--- src/rtl/mc_pkg.sv ---
// Shared encodings for the multi-cycle MIPS control FSM: state codes, opcode/funct
// constants, ALU operation codes and the instruction-class enum produced by mc_decode.
package mc_pkg;

    typedef enum logic [2:0] {
        ST_FETCH  = 3'd0,
        ST_DECODE = 3'd1,
        ST_EXEC   = 3'd2,
        ST_MEM    = 3'd3,
        ST_WB     = 3'd4,
        ST_HALT   = 3'd5
    } mc_state_e;

    localparam logic [5:0] OP_RTYPE = 6'b000000;
    localparam logic [5:0] OP_ORI   = 6'b001101;
    localparam logic [5:0] OP_LW    = 6'b100011;
    localparam logic [5:0] OP_SW    = 6'b101011;
    localparam logic [5:0] OP_BEQ   = 6'b000100;
    localparam logic [5:0] OP_LUI   = 6'b001111;
    localparam logic [5:0] OP_J     = 6'b000010;
    localparam logic [5:0] OP_JAL   = 6'b000011;

    localparam logic [5:0] FN_ADDU  = 6'b100001;
    localparam logic [5:0] FN_SUBU  = 6'b100011;
    localparam logic [5:0] FN_JR    = 6'b001000;
    localparam logic [5:0] FN_NOP   = 6'b000000;

    localparam logic [2:0] ALU_ADD  = 3'b000;
    localparam logic [2:0] ALU_SUB  = 3'b001;
    localparam logic [2:0] ALU_OR   = 3'b010;
    localparam logic [2:0] ALU_LUI  = 3'b011;

    typedef enum logic [3:0] {
        C_RALU, C_ORI, C_LUI, C_LOAD, C_STORE,
        C_BEQ, C_J, C_JAL, C_JR, C_NOP, C_ILL
    } mc_class_e;

endpackage

--- src/rtl/mc_decode.sv ---
// Combinational instruction classifier: (opCode, Funct) -> instruction class.
module mc_decode
    import mc_pkg::*;
(
    input  logic [5:0] i_op_code,
    input  logic [5:0] i_funct,
    output mc_class_e  o_class
);

    always_comb begin
        o_class = C_ILL;
        case (i_op_code)
            OP_RTYPE: begin
                case (i_funct)
                    FN_ADDU, FN_SUBU: o_class = C_RALU;
                    FN_JR:            o_class = C_JR;
                    FN_NOP:           o_class = C_NOP;
                    default:          o_class = C_ILL;
                endcase
            end
            OP_ORI:  o_class = C_ORI;
            OP_LUI:  o_class = C_LUI;
            OP_LW:   o_class = C_LOAD;
            OP_SW:   o_class = C_STORE;
            OP_BEQ:  o_class = C_BEQ;
            OP_J:    o_class = C_J;
            OP_JAL:  o_class = C_JAL;
            default: o_class = C_ILL;
        endcase
    end

endmodule

--- src/rtl/mc_ctrl.sv ---
// Multi-cycle MIPS control FSM (FETCH/DECODE/EXEC/MEM/WB) with Moore output decode.
// Define MC_CTRL_ILLEGAL_EN to trap unknown encodings in HALT with a sticky illegal flag.
module mc_ctrl
    import mc_pkg::*;
(
    input  logic       clk,
    input  logic       reset,
    input  logic [5:0] opCode,
    input  logic [5:0] Funct,
    input  logic       mem_ready,
    output logic       PCWrite,
    output logic       IRWrite,
    output logic       RegWrite,
    output logic       RegDst,
    output logic       ALUSrc,
    output logic       Branch,
    output logic       MemWrite,
    output logic       MemtoReg,
    output logic       EXTop,
    output logic       Jump,
    output logic       writeR31,
    output logic       JumpToReg,
    output logic [2:0] ALUop,
    output logic [2:0] state,
    output logic       instr_done
`ifdef MC_CTRL_ILLEGAL_EN
    ,
    output logic       illegal
`endif
);

    localparam logic [2:0] S_FETCH  = ST_FETCH;
    localparam logic [2:0] S_DECODE = ST_DECODE;
    localparam logic [2:0] S_EXEC   = ST_EXEC;
    localparam logic [2:0] S_MEM    = ST_MEM;
    localparam logic [2:0] S_WB     = ST_WB;
`ifdef MC_CTRL_ILLEGAL_EN
    localparam logic [2:0] S_HALT   = ST_HALT;
`endif

    logic [2:0] r_state;
    logic [2:0] w_next;
    mc_class_e  w_class;
    logic       w_multi;

    mc_decode u_decode (
        .i_op_code (opCode),
        .i_funct   (Funct),
        .o_class   (w_class)
    );

    // Classes that continue past EXEC into MEM or WB; everything else retires in EXEC.
    assign w_multi = (w_class == C_RALU) || (w_class == C_ORI) || (w_class == C_LUI) ||
                     (w_class == C_LOAD) || (w_class == C_STORE);

    always_comb begin
        w_next = S_FETCH;
        case (r_state)
            S_FETCH:  w_next = S_DECODE;
`ifdef MC_CTRL_ILLEGAL_EN
            S_DECODE: w_next = (w_class == C_ILL) ? S_HALT : S_EXEC;
            S_HALT:   w_next = S_HALT;
`else
            S_DECODE: w_next = S_EXEC;
`endif
            S_EXEC: begin
                if (w_class == C_LOAD || w_class == C_STORE) w_next = S_MEM;
                else if (w_multi)                            w_next = S_WB;
                else                                         w_next = S_FETCH;
            end
            S_MEM: begin
                if (!mem_ready)              w_next = S_MEM;
                else if (w_class == C_LOAD)  w_next = S_WB;
                else                         w_next = S_FETCH;
            end
            default:  w_next = S_FETCH;
        endcase
    end

    always_ff @(posedge clk) begin
        if (reset) r_state <= S_FETCH;
        else       r_state <= w_next;
    end

`ifdef MC_CTRL_ILLEGAL_EN
    logic r_illegal;

    always_ff @(posedge clk) begin
        if (reset)                                         r_illegal <= 1'b0;
        else if (r_state == S_DECODE && w_class == C_ILL)  r_illegal <= 1'b1;
    end

    assign illegal = r_illegal & ~reset;
`endif

    // Every control is forced low during reset so an aborted instruction writes nothing.
    always_comb begin
        PCWrite    = 1'b0;
        IRWrite    = 1'b0;
        RegWrite   = 1'b0;
        RegDst     = 1'b0;
        ALUSrc     = 1'b0;
        Branch     = 1'b0;
        MemWrite   = 1'b0;
        MemtoReg   = 1'b0;
        EXTop      = 1'b0;
        Jump       = 1'b0;
        writeR31   = 1'b0;
        JumpToReg  = 1'b0;
        ALUop      = ALU_ADD;
        instr_done = 1'b0;
        if (!reset) begin
            case (r_state)
                S_FETCH: begin
                    PCWrite = 1'b1;
                    IRWrite = 1'b1;
                end
                S_EXEC, S_MEM, S_WB: begin
                    // ALU/address controls persist from EXEC through MEM and WB.
                    case (w_class)
                        C_RALU:          ALUop = (Funct == FN_SUBU) ? ALU_SUB : ALU_ADD;
                        C_ORI: begin
                            ALUop  = ALU_OR;
                            ALUSrc = 1'b1;
                            EXTop  = 1'b1;
                        end
                        C_LUI: begin
                            ALUop  = ALU_LUI;
                            ALUSrc = 1'b1;
                        end
                        C_LOAD, C_STORE: ALUSrc = 1'b1;
                        C_BEQ:           ALUop = ALU_SUB;
                        default:         ;
                    endcase
                    if (r_state == S_EXEC) begin
                        case (w_class)
                            C_BEQ: Branch = 1'b1;
                            C_J:   Jump = 1'b1;
                            C_JAL: begin
                                Jump     = 1'b1;
                                writeR31 = 1'b1;
                                RegWrite = 1'b1;
                            end
                            C_JR:    JumpToReg = 1'b1;
                            default: ;
                        endcase
                        instr_done = ~w_multi;
                    end else if (r_state == S_MEM) begin
                        MemWrite   = mem_ready && (w_class == C_STORE);
                        instr_done = mem_ready && (w_class == C_STORE);
                    end else begin
                        RegWrite   = 1'b1;
                        RegDst     = (w_class == C_RALU);
                        MemtoReg   = (w_class == C_LOAD);
                        instr_done = 1'b1;
                    end
                end
                default: ;
            endcase
        end
    end

    assign state = reset ? S_FETCH : r_state;

endmodule

--- config.mk ---
export PLATFORM = sky130hd
export DESIGN_NAME = mc_ctrl
export DESIGN_NICKNAME = d
export VERILOG_FILES = /design/src/rtl/mc_pkg.sv /design/src/rtl/mc_decode.sv /design/src/rtl/mc_ctrl.sv
export SDC_FILE = /design/constraint.sdc
export NUM_CORES = 1
export LEC_CHECK = 0
export ABC_AREA = 0
export BUFFER_PORTS_ARGS = -buffer_cell sky130_fd_sc_hd__buf_2
export CAP_MARGIN = 20
export CORE_MARGIN = 2
export CORE_UTILIZATION = 46
export DETAILED_ROUTE_END_ITERATION = 8
export PLACE_DENSITY = 0.82
export SETUP_SLACK_MARGIN = 0.15
export SLEW_MARGIN = 20
export SYNTH_ARGS = -nofsm -noshare
export SYNTH_HDL_FRONTEND = slang
export SYNTH_HIERARCHICAL = 1
export SYNTH_SLANG_ARGS = --single-unit
--- constraint.sdc ---
create_clock -name clk -period 3 [get_ports clk]
set_input_delay 0 -clock clk [delete_from_list [all_inputs] [get_ports clk]]
set_output_delay 0 -clock clk [all_outputs]
set_load 0.02 [all_outputs]
==> qor.txt, run 1 <==
Initial DRT Pass Iterations = 4
Setup Skew = 0.00137 ns
Row cnt = 13
Crit path launch = Funct[0]
Final Hold Vio Count = 0
Cells after Synth = 97
Syn avg cell area = 6.64 sq um
Post-synthesis compound-gate area fraction = 27.8%
Net count, final = 143
Vias = 845
Clock buffer count from CTS = 3
CP endpoint kind = output port
Die height = 41.4 um
Post-synth ARST share = 0%
Full die area = 1720 sq um
Setup-failing EPs final = 0
Commonest non-fill, non-tap cell in the layout = buf_2
Post-synth top flop = dfxtp_1
Crit Path Max Fanout = 9
Placer Congestion = 0.799
CP max-delay cell = or4_1
Port bufs = 32
First-pass GRT wire length = 2890 um
Max-cap check violation count = 0
CP max stage delay = 0.51 ns
Die Wd = 41.4 um
Worst-Margin Slew = 0.640 ns
Kind of critical path = primary input to output port
Fin. max-slew vios = 0
Syn-to-layout area delta = 25.6%
Maximum clock rate = 443 MHz
Mux share of post-synthesis cell area = 0%
Status = finished, final reports clean
Max Root-Sink Buffers = 2
Critical path arrival = 2.26 ns
Setup tns final = 0 ns
Vias in the first global route = 734
Simple-Gate Fraction of Synth Area = 53.6%
I/O pin count = 34
Post-Synth XOR/XNOR Area = 1.36%
Buf/Inv on CP = 2
Drc violations = 0
DP Area = 783 sq um
Largest register FFs = 3
Post-synth EDFFs = 0
Largest family of logic cells by synthesized area = simple AND/OR/NAND/NOR gates
Pleak = 0.340 nW
Post-synthesis sequential area ratio = 9.32%
Clock-pin slew on the worst setup and hold paths = 0.03 ns
Worst R2R Start = r_state[2]$_SDFF_PP0_
Initial DRC count = 16
CTS Hold Bufs = 0
Synth Cell Area = 644 sq um
Drt via density = 5.95
Critical path cell sequence = buf_2 > or4_1 > nor2_1 > nand2_1 > o22ai_1 > nand2_1 > nor2_1 > a22oi_1 > nor3_1 > buf_2
Core Area = 1300 sq um
Layout cell share with drive strength beyond 1 = 34.6%
DRT antenna net count = 0
Design area = 810 sq um
# diodes = 0
Worst IR drop on VDD = 0.163 mV
RSZ-0062 raised after global routing = no
Biggest regs = r_state x3
Largest register by flop count = r_state
Num Clock Sinks = 3
Clock insertion delay at the later pin of the skew report = 0.22 ns
Kind of cell adding the most delay to the critical path = simple AND/OR/NAND/NOR gates
Rel. slew slack = 57.3%
Most frequent cells in the layout = buf_2 (32), nor2_1 (15), nand2_1 (9), nor3_1 (9)
H-tree depth = 1
Final-layout fill cell count = 129
Net Count, Synth = 112
Tot GR Track Use = 19.8%
Required @ worst endpoint = 3.00 ns
Initial Util = 49.5%
Initial antenna violation count = 0
Largest net degree at the start of global routing = 12
CTS tree = built
Ys Warns = 6
Post-Synth Adder-Cell Area = 0%
Pwr dens = 236 nW/um^2
Fin crit share = 75.3%
Flip-flop and latch count after synthesis = 3
Tmin final = 2.26 ns
Distinct cell type count after synthesis = 42
Detailed-placement wirelength estimate = 1380 um
WL per Instance = 12.3 um
Root Buffer = clkbuf_4
HP Start = mem_ready
Grt total ovfl = 0
Hold Crit Class = primary input to flop
# Post-CTS Setup Buffers = 0
Drt total wl = 1750 um
Startpoint types = primary input
Cts repair resizes = 0
==> metrics by stage <==
step	cells	worst slack (ns)	utilization [%]	total power, mW	hold slack [ns]
6_report	142	0.742	62.2	0.191	0.0878
5_1_grt	142	0.534	62.2	0.204	0.101
4_1_cts	142	0.773	62.2	0.193	0.0845
3_5_place_dp	138	0.730	60.2	0.123	0.319
3_3_place_gp	138	0.827	60.2	0.121	0.321
2_1_floorplan	97	1.10	-	0.0993	0.0749
==> worst paths after layout <==
kind,to,slack (ns),depth (start not counted)
max,RegWrite,0.74,10
min,r_state[2]$_SDFF_PP0_,0.09,3
max reg2reg,r_state[2]$_SDFF_PP0_,1.77,4
min reg2reg,r_state[0]$_SDFF_PP0_,0.63,2
==> cell families after synthesis <==
logic type,after synthesis
simple gates,61
compound gates,23
buf+inv,8
flops,3
xor+xnor,1
other cells,1
==> metal layers <==
metal / vias up / share of wire, % / track usage, %
met5: - / 0 / 0
met4: 0 / 0.69 / 5.81
met3: 2 / 5.6 / 1.30
met2: 35 / 49 / 34.1
met1: 388 / 45 / 26.3
li1: 420 / - / -
==> final cells by class <==
class / instances / area (sq um) / area share [%]
inverters: 2 / 7.51 / 0.927
clock buffers: 4 / 26.3 / 3.25
multi-input cells: 86 / 537 / 66.3
flip-flops and latches: 3 / 60.1 / 7.42
repair buffers: 32 / 160 / 19.8
well taps: 15 / 18.8 / 2.32
==> cells in the mapped netlist, types with 2 or more instances <==
| cell type | number | share of area (%) |
|---|---|---|
| nor2_1 | 15 | 8.7 |
| o21ai_0 | 2 | 1.6 |
| o21a_1 | 2 | 2.3 |
| or2_1 | 2 | 1.9 |
| o22ai_1 | 2 | 1.9 |
| or2_2 | 2 | 1.9 |
| nand3_1 | 3 | 2.3 |
| nor3_1 | 9 | 7.0 |
| inv_1 | 2 | 1.2 |
| nor2b_1 | 4 | 3.9 |
| buf_4 | 2 | 2.3 |
| dfxtp_1 | 3 | 9.3 |
| a211oi_1 | 2 | 2.3 |
| nand2_1 | 9 | 5.2 |
| a31oi_1 | 3 | 2.9 |
| buf_2 | 2 | 1.6 |
| a21oi_1 | 4 | 3.1 |
| nand2b_1 | 4 | 3.9 |
| nor4_1 | 2 | 1.9 |
==> power breakdown <==
part           internal (mW)  switching (mW)
Combinational         0.0283          0.0475
Sequential            0.0427         0.00560
Clock                 0.0496          0.0174
==> worst reg2reg max path, delay by kind of cell (launching register included) <==
kind	cells	cell delay, ns
and+or+nand+nor	3	0.67
AOI/OAI and AO/OA	1	0.14
DFF	1	0.36
Power figures use the tool's default switching activity.
==> inputs of run 2 (changes only) <==
Settings changed: ABC_AREA 0 to 1, CORE_UTILIZATION 46 to 41, PLACE_DENSITY 0.82 to 0.76.
Clock period 3 ns to 2 ns, I/O delays scaled along.
==> run 2 against run 1 <==
Against the previous run:
- total power is 62% higher
- cell area is 9.9% higher
- combinational power is 81% higher
- highest routed layer is now met3
==> qor.txt, run 2 <==
Fin. max-slew vios = 0
Largest net degree at the start of global routing = 8
Initial Util = 44.8%
Syn avg cell area = 4.95 sq um
Post-synth EDFFs = 0
Hold Crit Class = primary input to flop
Ys Warns = 6
Final Hold Vio Count = 0
Cells on Worst Hold Path = 2
Cts repair resizes = 0
Clock insertion delay at the later pin of the skew report = 0.23 ns
Max Root-Sink Buffers = 2
Vias = 893
First-pass GRT wire length = 2790 um
Net Count, Synth = 156
Synth area leaders = nand2_1 (22%), nor2_1 (16%), inv_1 (9.1%)
Cells after Synth = 141
CTS tree = built
Post-synth top flop = dfxtp_1
Full die area = 2050 sq um
RSZ-0062 raised after global routing = no
Drt total wl = 1630 um
Kind of critical path = primary input to output port
Detailed-placement wirelength estimate = 1450 um
Placer Congestion = 0.902
Clk pwr share = 33.3%
Port bufs = 32
Tot GR Track Use = 18.2%
Num Clock Sinks = 3
Sequential power share = 22.7%
Clock buffer count from CTS = 3
Top cells by count, synth = nand2_1 (40), nor2_1 (29), inv_1 (17)
# Post-CTS Setup Buffers = 0
Grt total ovfl = 0
Max-cap check violation count = 0
Setup tns final = 0 ns
Post-synthesis sequential area ratio = 8.60%
Root Buffer = clkbuf_4
# diodes = 0
DRT antenna net count = 0
Net Sw Frac = 40.6%
Distinct cell type count after synthesis = 21
H-tree depth = 1
Maximum clock rate = 670 MHz
Die height = 45.3 um
Synth Cell Area = 698 sq um
DP Area = 863 sq um
Largest register by flop count = r_state
Final core utilization = 57.1%
Hold_ws = 0.0278 ns
Finished Layout Cells = 191
Design area = 890 sq um
Largest register FFs = 3
Status = finished, final reports clean
Critical path arrival = 1.49 ns
Setup-failing EPs final = 0
Tmin final = 1.49 ns
Initial DRC count = 16
Worst IR drop on VDD = 0.311 mV
CP endpoint kind = output port
Net count, final = 191
Flip-flop and latch count after synthesis = 3
Met3 Track Usage GR = 2.40%
Layout cell share with drive strength beyond 1 = 34.9%
Crit Path Max Fanout = 7
Most frequent cell after synthesis = nand2_1
Pwr dens = 348 nW/um^2
Core Area = 1560 sq um
Drc violations = 0
Int Pwr = 0.184 mW
Vias in the first global route = 768
GR peak layer = met2
Pleak = 0.540 nW
Post-synth ARST share = 0%
Logic pwr share = 44.1%
Met2 Use GR = 30.3%
Die Wd = 45.3 um
Row cnt = 14
Initial DRT Pass Iterations = 4
Dpl cells = 187
Commonest non-fill, non-tap cell in the layout = nand2_1
WL per Instance = 8.51 um
Fin crit share = 74.6%
Startpoint types = primary input
Drt via density = 4.68
Syn-to-layout area delta = 27.4%
NetSw = 0.126 mW
Initial antenna violation count = 0
Yosys top cell area share = 21.5%
Setup Skew = 0.00279 ns
CTS Hold Bufs = 0
Most frequent cells in the layout = nand2_1 (40), buf_2 (32), nor2_1 (29)
Biggest regs = r_state x3
Most area-hungry cell type in the Yosys netlist = nand2_1
Required @ worst endpoint = 2.00 ns
Met1 usage = 22.8%
I/O pin count = 34
Clock-pin slew on the worst setup and hold paths = 0.04 ns
Reg2Reg Depth = 6
## run 2: final timing paths
check	startpoint	endpoint	slack, ns
setup reg to reg	r_state[0]$_SDFF_PP0_	r_state[2]$_SDFF_PP0_	1.05
hold / removal	reset	r_state[2]$_SDFF_PP0_	0.03
hold reg to reg	r_state[0]$_SDFF_PP0_	r_state[1]$_SDFF_PP0_	0.53
setup / recovery	opCode[4]	ALUop[0]	0.51
## run 2: cell families after synthesis
kind of cell,after synthesis,synth area share [%]
AND/OR/NAND/NOR,106,71.3
other,1,0.537
buffers and inverters,26,15.1
AO/OA/AOI/OAI,5,4.48
flip-flops,3,8.60
## run 2: power groups by stage
stage,clock [mW],sequential [mW],combinational (mW)
6_report,0.103,0.0703,0.137
3_3_place_gp,0,0.0711,0.134
4_1_cts,0.107,0.0702,0.137
2_1_floorplan,0,0.0703,0.0968
3_5_place_dp,0,0.0711,0.136
5_1_grt,0.116,0.0709,0.155
## run 2: final cells by class
type	instances	area, sq um
Clock buffer	4	26.3
Multi-Input combinational cell	112	533
Sequential cell	3	60.1
Tap cell	16	20.0
Fill cell	161	669
Timing Repair Buffer	32	160
Inverter	24	90.1
## run 2: per-stage QoR
step / power [mW] / setup WS [ns]
final: 0.310 / 0.508
after global routing: 0.342 / 0.299
after detailed placement: 0.207 / 0.510
after CTS: 0.314 / 0.507
after global placement: 0.205 / 0.583
after floorplan: 0.167 / 0.709
## run 2: worst max-delay path: stages
cell     delay (ns)
buf_2          0.12
nor2_4         0.19
nand3_1        0.12
nand2_1        0.09
nor2_2         0.04
nand2_1        0.07
nand2_1        0.09
inv_1          0.15
nand2_1        0.10
nor2_1         0.11
nand3_1        0.10
a21oi_2        0.13
buf_2          0.16
## run 2: layer usage
layer  wire length, um  up-vias  share of wire, %
met5                 0        -                 0
met4                 0        0                 0
met3                67        0               4.1
met2               770       25                47
met1               786      373                48
li1                  -      495                 -
==> inputs of run 3 (changes only) <==
Settings changed: ABC_AREA 1 to 0, CORE_UTILIZATION 41 to 44, PLACE_DENSITY 0.76 to 0.79.
Clock period 2 ns to 1.5 ns, I/O delays scaled along.
==> run 3 against run 2 <==
Against the previous run:
- the flow now stops in clock tree synthesis
- synthesized area shrank 7.7%
- synthesized cell count is 31% lower
==> qor.txt, run 3 <==
Port bufs = 32
Stop Error = [ERROR DPL-0038] Utilization greater than 100%, impossible to legalize
Initial Util = 48.3%
Top cells by count, synth = nor2_1 (15), nand2_1 (9), nor3_1 (9)
Net Count, Synth = 112
Distinct cell type count after synthesis = 42
Max Root-Sink Buffers = 2
Die Wd = 42.3 um
# Post-CTS Setup Buffers = 7
Num Clock Sinks = 3
Cts repair resizes = 53
Ys Warns = 6
DP Area = 1140 sq um
I/O pin count = 34
CTS Hold Bufs = 0
Synth Cell Area = 644 sq um
Syn avg cell area = 6.64 sq um
Most area-hungry cell type in the Yosys netlist = dfxtp_1
Most frequent cell after synthesis = nor2_1
Post-synthesis sequential area ratio = 9.32%
Row cnt = 13
Last stage reached = clock tree synthesis
Post-synth ARST share = 0%
Flip-flop and latch count after synthesis = 3
Post-synth top flop = dfxtp_1
Post-synth EDFFs = 0
Die height = 42.3 um
Placer Congestion = 0.842
Yosys top cell area share = 9.32%
Cells after Synth = 97
Status = stopped before the end
Synth area leaders = dfxtp_1 (9.3%), nor2_1 (8.7%), nor3_1 (7.0%)
Detailed-placement wirelength estimate = 2020 um
H-tree depth = 1
Root Buffer = clkbuf_4
Clock buffer count from CTS = 3
## run 3: cell families after synthesis
kind of cell              Yosys count  synth area share, %
xor gates and xnor gates            1                 1.36
other                               1                0.582
and+or+nand+nor                    61                 53.6
DFF                                 3                 9.32
buffers and inverters               8                 7.38
AOI/OAI and AO/OA                  23                 27.8
## run 3: stage by stage
step                hold slack [ns]  util (%)  std cells  worst slack (ns)  setup TNS, ns
floorplan                    0.0456         -         97            -0.214          -1.44
detailed placement            0.333      85.5        169            -0.476          -5.46
global placement              0.307      85.5        169            -0.374          -3.84
==> inputs of run 4 (changes only) <==
Settings changed: CORE_AREA from default to 2 2 63 65, CORE_MARGIN 2 to default, CORE_UTILIZATION 44 to default, DIE_AREA from default to 0 0 65 67, PLACE_DENSITY 0.79 to default, PLACE_DENSITY_LB_ADDON from default to 0.15, SETUP_SLACK_MARGIN 0.15 to default.
==> run 4 against run 3 <==
Against the previous run:
- the flow now finishes, with violations (negative setup slack)
==> qor.txt, run 4 (synthesis gave the netlist of run 1 again) <==
Row cnt = 22
Commonest non-fill, non-tap cell in the layout = buf_4
CTS Hold Bufs = 0
Required @ worst endpoint = 1.50 ns
Initial DRT Pass Iterations = 3
Core Area = 3610 sq um
Layout cell share with drive strength beyond 1 = 70.8%
Failing checks = negative setup slack
Clk pwr share = 36.9%
RSZ-0062 raised after global routing = yes
Startpoint types = primary input
Pleak = 0.616 nW
Final Hold Vio Count = 0
Max-cap check violation count = 0
Drc violations = 0
Initial antenna violation count = 0
Final core utilization = 42.7%
Setup tns final = -2.71 ns
Most frequent cells in the layout = buf_4 (36), buf_6 (19), buf_2 (17)
Largest register FFs = 3
Net Sw Frac = 33.3%
Power Total = 0.623 mW
First-pass GRT wire length = 4320 um
Logic pwr share = 48.5%
Drt total wl = 2530 um
Full die area = 4360 sq um
Max Root-Sink Buffers = 2
Die Wd = 65 um
WL per Instance = 11.7 um
Port bufs = 32
CTS tree = built
# diodes = 0
H-tree depth = 1
Placer Congestion = 0.785
Tot GR Track Use = 12.5%
Design area = 1540 sq um
Drt via density = 4.50
NetSw = 0.208 mW
Kind of critical path = primary input to output port
Vias in the first global route = 979
Root Buffer = clkbuf_8
DRT antenna net count = 0
Syn-to-layout area delta = 139%
Clock-pin slew on the worst setup and hold paths = 0.03 ns
Fin crit share = 124%
Status = finished, violations left
Maximum clock rate = 539 MHz
PnR worst setup slack = -0.356 ns
Vias = 972
Hold Crit Class = primary input to flop
DP Area = 1150 sq um
Net count, final = 184
Detailed-placement wirelength estimate = 1950 um
Die height = 67 um
Crit Path Max Fanout = 4
I/O pin count = 34
Int Pwr = 0.415 mW
Biggest regs = r_state x3
Clock insertion delay at the later pin of the skew report = 0.21 ns
Setup-failing EPs final = 16
Setup Skew = 0.00463 ns
CP endpoint kind = output port
Initial DRC count = 29
Initial Util = 17.9%
Pwr dens = 404 nW/um^2
Critical path arrival = 1.86 ns
Grt total ovfl = 0
Clock buffer count from CTS = 3
Worst IR drop on VDD = 0.192 mV
Tmin final = 1.86 ns
Num Clock Sinks = 3
Sequential power share = 14.6%
Fin. max-slew vios = 0
Largest net degree at the start of global routing = 11
Largest register by flop count = r_state
## run 4: per-layer routing
layer  vias up  part of all wire (%)  GRT usage [%]
li1        497                     -              -
met1       453                    44           15.8
met2        22                    51           21.6
met3         0                   5.5           3.21
met4         0                     0           1.60
met5         -                     0              0
## run 4: final cells by class
type	count	area, sq um
Tap cell	48	60.1
Fill cell	357	2070
Clock buffer	4	45.0
Multi-Input combinational cell	86	783
Sequential cell	3	60.1
Inverter	2	7.51
Timing Repair Buffer	73	584
## run 4: per-stage QoR
stage / hold WS, ns / cells / worst slack (ns)
finish: 0.108 / 216 / -0.356
global route: 0.126 / 216 / -0.450
detailed placement: 0.311 / 200 / -0.455
global placement: 0.326 / 200 / -0.459
CTS: 0.110 / 213 / -0.415
floorplan: 0.0456 / 97 / -0.210
## run 4: what timing repair did
item,CTS,global route
gates resized for setup,53,8
buffers inserted,9,3
pin swaps,22,7
gates cloned,0,0
setup endpoints to repair,16,16
## run 4: path summary, 6_finish.rpt
path / startpoint / to / slack (ns) / depth (start not counted)
setup reg to reg: r_state[1]$_SDFF_PP0_ / r_state[2]$_SDFF_PP0_ / 0.26 / 6
hold / removal: mem_ready / r_state[2]$_SDFF_PP0_ / 0.11 / 3
setup / recovery: opCode[0] / ALUop[0] / -0.36 / 9
hold reg to reg: r_state[2]$_SDFF_PP0_ / r_state[0]$_SDFF_PP0_ / 0.66 / 2
## run 4: worst max-delay path: stages
cell	delay [ns]
buf_6	0.09
or3_4	0.40
nor3_4	0.18
o41ai_4	0.12
o221ai_2	0.26
a31oi_1	0.08
or3_4	0.34
a211oi_4	0.23
buf_6	0.15
## run 4: power groups by stage
stage	clock [mW]	sequential [mW]	combinational (mW)
3_3_place_gp	0	0.0917	0.242
6_report	0.230	0.0911	0.302
3_5_place_dp	0	0.0916	0.243
5_1_grt	0.243	0.0916	0.329
2_1_floorplan	0	0.0899	0.134
4_1_cts	0.236	0.0906	0.290
